**src/rtl/rcv_oversample_framer.sv**
```systemverilog
// UART receive front end: prescaled oversample timing, 3-sample majority voting of the
// start, data and stop bits, and per-bit strobes for a downstream holding register.
//
// state | meaning
// IDLE  | line idle; waiting for a low sample while armed
// START | validating the start bit by mid-bit vote
// DATA  | voting data bits, one SampleValid per bit
// STOP  | voting stop bits; FrameDone after the last one
module rcv_oversample_framer #(
  parameter int OVERSAMPLE  = 16,
  parameter int PRESCALE    = 1,
  parameter int DATA_BITS   = 8,
  parameter int STOP_BITS   = 1,
  parameter int SYNC_STAGES = 2
) (
  input  logic       Clock,
  input  logic       Reset,
  input  logic       Enable,
  input  logic       RxD,
  output logic       BaudClock,
  output logic       StartDetect,
  output logic       SampleValid,
  output logic       SampleBit,
  output logic [3:0] BitIndex,
  output logic       FrameDone,
  output logic       FramingError,
  output logic       BreakDetect,
  output logic       NoiseFlag,
  output logic       Busy
);
  localparam int SW = $clog2(OVERSAMPLE);
  localparam int PW = (PRESCALE > 1) ? $clog2(PRESCALE) : 1;
  localparam logic [SW-1:0] SUB_LAST  = SW'(OVERSAMPLE - 1);
  localparam logic [SW-1:0] MID_LO    = SW'(OVERSAMPLE / 2 - 1);
  localparam logic [SW-1:0] MID       = SW'(OVERSAMPLE / 2);
  localparam logic [SW-1:0] MID_HI    = SW'(OVERSAMPLE / 2 + 1);
  localparam logic [PW-1:0] PRE_LAST  = PW'(PRESCALE - 1);
  localparam logic [3:0]    LAST_BIT  = 4'(DATA_BITS - 1);
  localparam logic          LAST_STOP = 1'(STOP_BITS - 1);

  typedef enum logic [1:0] {IDLE, START, DATA, STOP} state_t;

  state_t                 state;
  logic [SYNC_STAGES-1:0] sync_q;
  logic                   rxs;
  logic [PW-1:0]          pre_cnt;
  logic                   tick;
  logic [SW-1:0]          sub_cnt;
  logic                   armed;
  logic                   samp_lo;
  logic                   samp_mid;
  logic                   stop_idx;
  logic                   fe_seen;
  logic                   data_any;
  logic                   vote;
  logic                   unanimous;
  logic                   at_vote;
  logic                   at_wrap;
  logic                   frame_err;

  assign rxs       = sync_q[SYNC_STAGES-1];
  assign tick      = (pre_cnt == PRE_LAST);
  assign at_vote   = (sub_cnt == MID_HI);
  assign at_wrap   = (sub_cnt == SUB_LAST);
  // Third sample is the live synchronised line at the MID+1 tick.
  assign vote      = (samp_lo & samp_mid) | (samp_lo & rxs) | (samp_mid & rxs);
  assign unanimous = (samp_lo == samp_mid) && (samp_mid == rxs);
  assign frame_err = fe_seen | ~vote;
  assign BaudClock = (sub_cnt >= MID);
  assign Busy      = (state != IDLE);

  always_ff @(posedge Clock or negedge Reset) begin
    if (!Reset) begin
      sync_q  <= '1;
      pre_cnt <= '0;
    end else begin
      sync_q  <= {sync_q[SYNC_STAGES-2:0], RxD};
      pre_cnt <= tick ? '0 : pre_cnt + 1'b1;
    end
  end

  always_ff @(posedge Clock or negedge Reset) begin
    if (!Reset) begin
      state        <= IDLE;
      sub_cnt      <= '0;
      BitIndex     <= '0;
      stop_idx     <= 1'b0;
      armed        <= 1'b0;
      samp_lo      <= 1'b1;
      samp_mid     <= 1'b1;
      fe_seen      <= 1'b0;
      data_any     <= 1'b0;
      StartDetect  <= 1'b0;
      SampleValid  <= 1'b0;
      SampleBit    <= 1'b0;
      FrameDone    <= 1'b0;
      FramingError <= 1'b0;
      BreakDetect  <= 1'b0;
      NoiseFlag    <= 1'b0;
    end else begin
      StartDetect  <= 1'b0;
      SampleValid  <= 1'b0;
      FrameDone    <= 1'b0;
      FramingError <= 1'b0;
      BreakDetect  <= 1'b0;
      if (!Enable) begin
        state    <= IDLE;
        sub_cnt  <= '0;
        BitIndex <= '0;
      end else if (tick) begin
        if (state != IDLE) sub_cnt <= at_wrap ? '0 : sub_cnt + 1'b1;
        if (sub_cnt == MID_LO) samp_lo <= rxs;
        if (sub_cnt == MID) samp_mid <= rxs;
        case (state)
          IDLE: begin
            // A line held low after a framing fault must go high before re-arming.
            if (rxs) armed <= 1'b1;
            else if (armed) begin
              state   <= START;
              sub_cnt <= '0;
            end
          end
          START: begin
            if (at_vote) begin
              if (vote) begin
                state   <= IDLE;
                sub_cnt <= '0;
              end else begin
                StartDetect <= 1'b1;
                NoiseFlag   <= ~unanimous;
                fe_seen     <= 1'b0;
                data_any    <= 1'b0;
              end
            end else if (at_wrap) begin
              state    <= DATA;
              BitIndex <= '0;
            end
          end
          DATA: begin
            if (at_vote) begin
              SampleValid <= 1'b1;
              SampleBit   <= vote;
              data_any    <= data_any | vote;
              NoiseFlag   <= NoiseFlag | ~unanimous;
            end else if (at_wrap) begin
              if (BitIndex == LAST_BIT) begin
                state    <= STOP;
                stop_idx <= 1'b0;
              end else begin
                BitIndex <= BitIndex + 1'b1;
              end
            end
          end
          STOP: begin
            if (at_vote) begin
              NoiseFlag <= NoiseFlag | ~unanimous;
              // Return to IDLE right after the last vote so a back-to-back start is caught.
              if (stop_idx == LAST_STOP) begin
                FrameDone    <= 1'b1;
                FramingError <= frame_err;
                BreakDetect  <= frame_err & ~data_any;
                if (frame_err) armed <= 1'b0;
                state    <= IDLE;
                sub_cnt  <= '0;
                BitIndex <= '0;
              end else if (!vote) begin
                fe_seen <= 1'b1;
              end
            end else if (at_wrap) begin
              stop_idx <= stop_idx + 1'b1;
            end
          end
          default: state <= IDLE;
        endcase
      end
    end
  end
endmodule

```
**config.mk**
```make
export PLATFORM = sky130hd
export DESIGN_NAME = rcv_oversample_framer
export DESIGN_NICKNAME = d
export VERILOG_FILES = /design/src/rtl/rcv_oversample_framer.sv
export SDC_FILE = /design/constraint.sdc
export NUM_CORES = 1
export LEC_CHECK = 0
export CORE_UTILIZATION = 40
export CTS_BUF_LIST = sky130_fd_sc_hd__clkbuf_2 sky130_fd_sc_hd__clkbuf_4 sky130_fd_sc_hd__clkbuf_8
export DETAILED_ROUTE_END_ITERATION = 16
export GPL_TIMING_DRIVEN = 0
export PLACE_DENSITY = 0.66
export SLEW_MARGIN = 40
export SYNTH_ARGS = -nofsm -noshare
export SYNTH_HDL_FRONTEND = slang
export SYNTH_SLANG_ARGS = --single-unit
```
**constraint.sdc**
```tcl
create_clock -name Clock -period 5.15 [get_ports Clock]
set_input_delay 1.03 -clock Clock [delete_from_list [all_inputs] [get_ports Clock]]
set_output_delay 1.03 -clock Clock [all_outputs]
set_load 0.02 [all_outputs]
```
* After elaboration in Yosys (flattened, before gate mapping) *
Cells that the tools add are included.
W data, S select, Z words.

word-level totals
  flip-flop bits (word level) = 26
  latch bits = 0
  RAM bits = 0
  memory bits (read-only) = 0
  output and inout port bits = 13
  word-level logic and storage cells = 176
  memories kept = 0

cells by class
  add/sub/neg operators = 4
  multiply operators = 0
  div/mod/pow operators = 0
  $lt $le $gt $ge = 1
  equal/unequal tests = 39
  shift operators = 0
  muxes and demuxes = 82
  bitwise gates (word level) = 13
  reductions and logical operators = 19

operators by type and width
  operator               count
  $mux W4                19
  $mux W1                43
  $ne A2 B2 Y1 const B   15
  $ne A3 B3 Y1 const B   10
  $mux W2                12
  $pmux W4 S3            2
  $reduce_and A8 Y1      2
  $eq A4 B4 Y1 const B   3
  $reduce_and A6 Y1      2
  $reduce_bool A2 Y1     6
  $pmux W1 S2            5
  $reduce_and A10 Y1     1
  $reduce_and A9 Y1      1
  $add A4 B1 Y4 const B  2
  $eq A4 B3 Y1 const B   2
  $ne A4 B4 Y1 const B   2
  $pmux W2 S4            1
  $reduce_and A7 Y1      1
  $reduce_and A3 Y1      2
  $or A1 B1 Y1           5
  $and A1 B1 Y1          4
  $eq A2 B2 Y1 const B   2
  $ge A4 B4 Y1 const B   1
  $ne A4 B1 Y1 const B   1
  other kinds (9)        14

* Longest topological paths before layout *
Gate-level depths: netlist of the first run.

  depth after elaboration = 11
  depth in mapped cells = 6
  depth with buffers taken out = 6

* Worst setup path before layout of the first run *
No wires, ideal clock.

  path kind = input to register
  from = in Enable
  to = reg BitIndex[1]
  setup time = 0.128 ns
  arrival time = 1.962 ns
  required time = 5.022 ns
  setup slack = 3.060 ns
  cell stages on the path = 5
  buffers on the path = 1
  path through = buf_2 -> nand2_1 -> o32ai_1 -> a311oi_2 -> mux2_1

between the ends
  cells in the longest elaborated chain, start to end = 2

ends and longest elaborated chain
  what                                            line  RTL
  from (decl)                                     18    input logic Enable,
  $ne A4 B1 Y1 (no line) (tied with other cells)  -
  $reduce_and A9 Y1 (no line)                     -
  to (signal assigned)                            150   BitIndex <= BitIndex + 1'b1;
  to (decl)                                       24    output logic [3:0] BitIndex,

Parallel ways exist; a longest one is shown, timed or not.
A chain may end at the register's enable or synchronous reset.

* Final worst setup path of the first run *
  from = reg state[0]
  to = out Busy

between the ends
  cells in the longest elaborated chain, start to end = 1

ends and longest elaborated chain
  what                    line  RTL
  from (decl)             43    state_t state;
  from (signal assigned)  84    state <= IDLE;
  from (signal assigned)  107   state <= IDLE;
  from (signal assigned)  119   state <= START;
  $reduce_bool A2 Y1      70    assign Busy = (state != IDLE);
  to (decl)               29    output logic Busy

Every way passes these cells.

==> results of run 1 <==
## power by group through the flow
| stage | Sequential (uW) | Clock [uW] | Combinational, uW |
|---|---|---|---|
| 6_report | 223 | 87.2 | 200 |
| 5_1_grt | 224 | 102 | 222 |
| 4_1_cts | 222 | 90.5 | 199 |
| 3_5_place_dp | 226 | 0 | 195 |
| 3_3_place_gp | 225 | 0 | 192 |
| 2_1_floorplan | 223 | 0 | 146 |
## Yosys cell counts, drive strengths merged, types with 2 or more instances
library cell   n
dfrtp         21
inv           12
nor2          12
nand2          8
a21oi          7
o21ai          7
ha             6
a31oi          5
buf            5
dfstp          4
nor3           4
mux2           3
nand2b         3
nand3b         3
nor2b          3
o32ai          3
a211o          2
and3           2
and3b          2
nand3          2
nand4b         2
nor4           2
o22ai          2
o41ai          2
## flip-flops by register name, indices dropped and copies added (netlist names)
signal / count
BitIndex: 4
sub_cnt: 4
state: 2
sync_q: 2
BreakDetect: 1
FrameDone: 1
FramingError: 1
NoiseFlag: 1
SampleBit: 1
SampleValid: 1
StartDetect: 1
armed: 1
data_any: 1
fe_seen: 1
samp_lo: 1
samp_mid: 1
stop_idx: 1
## worst max path at each step
stage,startpoint,to,slack [ns],depth (start not counted)
6_report,state[0],Busy,2.13,4
5_1_grt,state[0],Busy,2.05,4
4_1_cts,state[0],Busy,2.14,4
3_5_place_dp,Enable,BitIndex[1],2.38,6
3_3_place_gp,Enable,BitIndex[1],2.41,6
2_1_floorplan,Enable,BitIndex[1],3.06,5
## critical path, cell delays in order (launching register included)
cell             delay (ns)
dfrtp_1                0.40
buf_2                  0.18
nor2_1                 0.36
inv_2                  0.16
clkdlybuf4s50_1        0.58
## area by class of cell
type                    instances  area, um2  share of cell area [%]
clock inverters                 1       5.00                   0.316
inverters                      12       45.0                    2.84
multi-input cells              95        637                    40.2
clock buffers                   3       22.5                    1.42
repair buffers                 16        155                    9.79
well taps                      44       55.1                    3.47
plain buffers                   6       35.0                    2.21
flip-flops and latches         25        631                    39.8
## kinds of logic (layout without fill, tap and decap cells)
group	after synthesis	count (layout)	synth area share (%)
multiplexers	3	3	2.51
XOR/XNOR	2	2	1.30
AND/OR/NAND/NOR	48	48	19.5
buffers and inverters	18	38	5.94
flip-flops	25	25	46.8
AO/OA/AOI/OAI	36	36	18.4
adder cells (fa/ha/maj)	6	6	5.57
## layer usage
metal  share of wire (%)  track usage, %
met5                   0               0
met4                 2.2            8.64
met3                 3.1            3.46
met2                  48            29.2
met1                  47            23.4
## metrics by stage
step | util, % | worst slack (ns) | area (um2) | total power (uW)
floorplan | - | 3.06 | 1350 | 369
detailed placement | 49.8 | 2.38 | 1560 | 421
CTS | 50.7 | 2.14 | 1590 | 511
global route | 50.7 | 2.05 | 1590 | 548
finish | 50.7 | 2.13 | 1590 | 510
global placement | 50.0 | 2.41 | 1560 | 417
==> impl_metrics.py, run 1 <==
metrics = {
    "status": {
        "status": "finished clean",
    },
    "cells_and_area": {
        "area_growth_pct": 17.6,
        "antenna_cells": 0,
        "fin_nets": 169,
        "final_common_cell": "dfrtp_1",
        "drive_gt1_share_pct": 13.9,
        "fin_cells": 202,
        "layout_common_cells": "21 x dfrtp_1, 15 x clkdlybuf4s50_1, 12 x nor2_1, 10 x inv_1, 8 x nand2_1",
        "fill_cells": 299,
    },
    "pwr": {
        "cell_internal_pwr_uw": 312,
        "power.switching_uw": 198,
        "sw_frac_of_total_pct": 38.7,
        "p_per_area_nw_per_um2": 322,
        "peakVddDrop_mv": 0.229,
        "clockPowerShare_pct": 17.1,
        "sequentialPowerShare_pct": 43.7,
        "power_frac_comb_pct": 39.2,
        "power_leakage_uw": 0.000701,
    },
    "global_routing": {
        "grt.total_usage_pct": 18.1,
        "grt_max_degree": 26,
        "grt_pass1_vias": 1072,
        "grt_antenna_before_repair": 0,
        "grt_pass1_wl_mm": 4.76,
        "grt_overflow": 0,
    },
    "yosys": {
        "yosys_warnings": 0,
        "ys_ff_latch": 25,
        "yosysTopAreaCell": "dfrtp_1",
        "synthesis.area_um2": 1350,
        "synthTopCellsByArea": "dfrtp_1 39%, dfstp_2 7.8%, ha_1 5.6%, nor2_1 3.3%, inv_1 2.8%",
        "syn-num-nets": 148,
        "yosysSeqAreaShare_pct": 46.8,
        "syn_avg_cell_area_um2": 9.76,
        "synth_cells": 138,
        "synth_edf_count": 0,
        "yosys.area.top_type_share_pct": 39.0,
        "synth_ff_type": "dfrtp_1",
        "synthArstFlopShare_pct": 100,
        "yosysUniqueCellTypes": 44,
    },
    "die": {
        "pin_count": 17,
        "die_x_um": 60.0,
        "rows": 20,
        "initial_core_util_pct": 43.1,
        "die_area_um2": 3600,
        "core_area_um2": 3130,
        "die_h_um": 60.0,
    },
    "clocking": {
        "cts_hold_buf": 0,
        "cts.clk_slew.worst_paths_ns": 0.12,
        "htreeDepth": 1,
        "clockBufferDepth": 2,
        "clk_latency_ns": 0.33,
        "root_buffer": "clkbuf_4",
        "numClockSinks": 25,
        "cts_tree": "done",
        "cts_setup_buffers": 0,
        "cts_resized": 0,
        "cts_made_buffers": 3,
    },
    "routing": {
        "drt_iter0_drc": 21,
        "viasPerCell": 5.42,
        "routedWlPerCell_um": 13.5,
        "drcViolationCount": 0,
        "ant_nets": 0,
        "routed_wl_mm": 2.72,
        "vias": 1094,
        "first_pass_iters": 4,
    },
    "flow_run": {
        "cap_violations": 0,
    },
    "setup_path": {
        "timing.rr.end": "BitIndex[1]",
        "crit_arrival_ns": 1.99,
        "r2r_cells": 5,
        "r2r_start": "sub_cnt[0]",
        "crit_type": "reg2out",
        "reg2reg_slack_ns": 3.17,
        "start_kind": "register",
        "critPathMaxFanout": 10,
        "crit_required_ns": 4.12,
        "crit_path_end_kind": "output port",
    },
    "timing": {
        "max-slew-margin-rel_pct": 52.3,
        "setup_violations": 0,
        "slew_viol_final": 0,
        "fmax_mhz": 331,
        "rsz0062_at_grt": "false",
        "hold_viol_final": 0,
        "fin_skew_ns": 0.00948,
        "tns_ns": 0,
        "period_needed_ns": 3.02,
        "period_share_pct": 58.7,
        "max_slew.worst_pin.slew_ns": 0.711,
        "holdWs_ns": 0.364,
    },
    "hold_path": {
        "holdPathEnd": "sync_q[1]",
        "hp-class": "reg2reg",
        "min_path_cells": 0,
        "hp-start": "sync_q[0]",
    },
    "placement": {
        "hpwl_mm": 1.99,
        "place_congestion": 0.874,
        "port_buffers": 16,
        "dp_cells": 198,
    },
}
No activity file was read; power rests on OpenSTA's default activity.
==> inputs of run 2 (changes only) <==
==> constraint.sdc (replaced) <==
create_clock -name Clock -period 2.8 [get_ports Clock]
set_input_delay 0.56 -clock Clock [delete_from_list [all_inputs] [get_ports Clock]]
set_output_delay 0.56 -clock Clock [all_outputs]
set_load 0.02 [all_outputs]
==> results of run 2 <==
The final DEF is identical to that of run 1. Status: finished clean.
Among the figures that moved: setup slack after placement 2.38 ns -> 0.499 ns; clock-pin slew on the worst setup and hold paths 0.12 ns -> 0.13 ns; setup slack after layout 2.13 ns -> 0.248 ns; hold slack 0.364 ns -> 0.187 ns; register-to-register setup slack 3.17 ns -> 0.82 ns; total power 510 uW -> 938 uW; worst IR drop on VDD 0.229 mV -> 0.421 mV
==> inputs of run 3 (changes only) <==
--- a/config.mk
+++ b/config.mk
@@ -5,6 +5,7 @@
 export SDC_FILE = /design/constraint.sdc
 export NUM_CORES = 1
 export LEC_CHECK = 0
+export CORE_ASPECT_RATIO = 1.1
 export CORE_UTILIZATION = 40
 export CTS_BUF_LIST = sky130_fd_sc_hd__clkbuf_2 sky130_fd_sc_hd__clkbuf_4 sky130_fd_sc_hd__clkbuf_8
 export DETAILED_ROUTE_END_ITERATION = 16
==> impl_metrics.py, run 3 (same netlist as run 1, synthesis figures left out) <==
metrics = {
    "status": {
        "status": "complete, but fails checks",
        "violations": "design-rule violations",
    },
    "clocking": {
        "clockBufferDepth": 2,
        "root_buffer": "clkbuf_4",
        "numClockSinks": 25,
        "cts_hold_buf": 0,
        "cts_made_buffers": 3,
        "cts_tree": "done",
        "cts_setup_buffers": 0,
        "cts.clk_slew.worst_paths_ns": 0.14,
        "clk_latency_ns": 0.32,
        "cts_resized": 0,
        "htreeDepth": 1,
    },
    "die": {
        "core_area_um2": 3130,
        "pin_count": 17,
        "die_area_um2": 3610,
        "initial_core_util_pct": 43.1,
        "die_h_um": 62.9,
        "rows": 21,
        "die_x_um": 57.3,
    },
    "pwr": {
        "power.switching_uw": 370,
        "sequentialPowerShare_pct": 43.3,
        "cell_internal_pwr_uw": 576,
        "power_frac_comb_pct": 39.0,
        "p_per_area_nw_per_um2": 600,
        "peakVddDrop_mv": 0.394,
        "sw_frac_of_total_pct": 39.1,
        "clockPowerShare_pct": 17.7,
        "power_leakage_uw": 0.000697,
    },
    "placement": {
        "hpwl_mm": 2.07,
        "place_congestion": 0.926,
        "port_buffers": 16,
        "dp_slack_ns": 0.443,
        "place_area_um2": 1550,
    },
    "cells_and_area": {
        "fin_nets": 169,
        "drive_gt1_share_pct": 13.9,
        "fin_area_um2": 1580,
        "layout_common_cells": "21 x dfrtp_1, 15 x clkdlybuf4s50_1, 12 x nor2_1, 10 x inv_1, 8 x nand2_1",
        "area_growth_pct": 16.9,
        "fill_cells": 309,
        "postLayoutCoreUtil_pct": 50.4,
        "antenna_cells": 0,
        "reg.largest.list": "BitIndex: 4 flops, sub_cnt: 4 flops",
        "final_common_cell": "dfrtp_1",
    },
    "global_routing": {
        "grt.total_usage_pct": 17.0,
        "grt_max_degree": 26,
        "grt_overflow": 0,
        "grt_pass1_vias": 1048,
        "grt_pass1_wl_mm": 4.77,
        "grt_antenna_before_repair": 0,
    },
    "routing": {
        "drt_iter0_drc": 45,
        "first_pass_iters": 13,
        "ant_nets": 0,
        "routedWlPerCell_um": 14.7,
        "drcViolationCount": 2,
        "routed_wl_mm": 2.83,
        "viasPerCell": 5.57,
        "vias": 1070,
    },
    "timing": {
        "slew_viol_final": 0,
        "period_needed_ns": 2.50,
        "period_share_pct": 89.4,
        "fin_skew_ns": 0.00289,
        "max_slew.worst_pin.slew_ns": 0.687,
        "max-slew-margin-rel_pct": 53.9,
        "tns_ns": 0,
        "fmax_mhz": 400,
        "setup_slack_ns": 0.298,
        "rsz0062_at_grt": "false",
        "hold_viol_final": 0,
        "holdWs_ns": 0.201,
        "setup_violations": 0,
    },
    "setup_path": {
        "worstSetupStartpoint": "state[0]",
        "r2r_start": "sub_cnt[1]",
        "crit_type": "reg2out",
        "crit_arrival_ns": 1.94,
        "crit_required_ns": 2.24,
        "start_kind": "register",
        "r2r_cells": 6,
        "reg2reg_slack_ns": 0.83,
        "timing.rr.end": "BitIndex[1]",
        "critPathMaxFanout": 10,
        "crit_path_end_kind": "output port",
    },
    "hold_path": {
        "hp-class": "in2async",
    },
    "flow_run": {
        "cap_violations": 0,
    },
}
==> run 3: changes by cell type in the layout (fill, tap and decap cells not counted) <==
| cell | before | now |
|---|---|---|
| clkinv_2 | 1 | 0 |
| clkinvlp_4 | 0 | 1 |
==> run 3: per-layer routing <==
| layer | part of all wire [%] | vias to the layer above | GRT usage (%) |
|---|---|---|---|
| met2 | 47 | 34 | 27.0 |
| met1 | 45 | 494 | 22.5 |
| met5 | 0 | - | 0 |
| met4 | 1.6 | 0 | 6.71 |
| met3 | 5.8 | 8 | 3.11 |
| li1 | - | 534 | - |
==> run 3: power groups by stage <==
| stage | registers, uW | logic (uW) | clock network [uW] |
|---|---|---|---|
| finish | 410 | 369 | 167 |
| global route | 414 | 410 | 189 |
| CTS | 410 | 364 | 175 |
| detailed placement | 417 | 361 | 0 |
| global placement | 414 | 349 | 0 |
| floorplan | 410 | 269 | 0 |
==> run 3: final cells by class <==
class	count	area [um2]	share of cell area (%)
Inverter	12	45.0	2.86
Clock buffer	3	22.5	1.43
Sequential cell	25	631	40.0
Tap cell	34	42.5	2.70
Buffer	6	35.0	2.22
Multi-Input combinational cell	95	637	40.4
Timing Repair Buffer	16	155	9.85
Clock inverter	1	7.51	0.477
==> run 3: through the flow <==
step                      total power [uW]  std cells
after global routing                  1010        192
after detailed placement               778        188
after global placement                 764        188
final                                  946        192
after floorplan                        679        138
after CTS                              948        192
==> run 3: worst max-delay path by stage <==
stage,end,slack [ns],depth (start not counted)
finish,Busy,0.30,4
global route,Busy,0.17,4
CTS,Busy,0.30,4
detailed placement,BitIndex[1],0.44,6
global placement,BitIndex[1],0.54,6
floorplan,BitIndex[1],0.93,5
==> run 3: critical path, cell delays in order (launching register included) <==
cell             delay (ns)
dfrtp_1                0.40
buf_2                  0.17
nor2_1                 0.32
inv_2                  0.16
clkdlybuf4s50_1        0.57
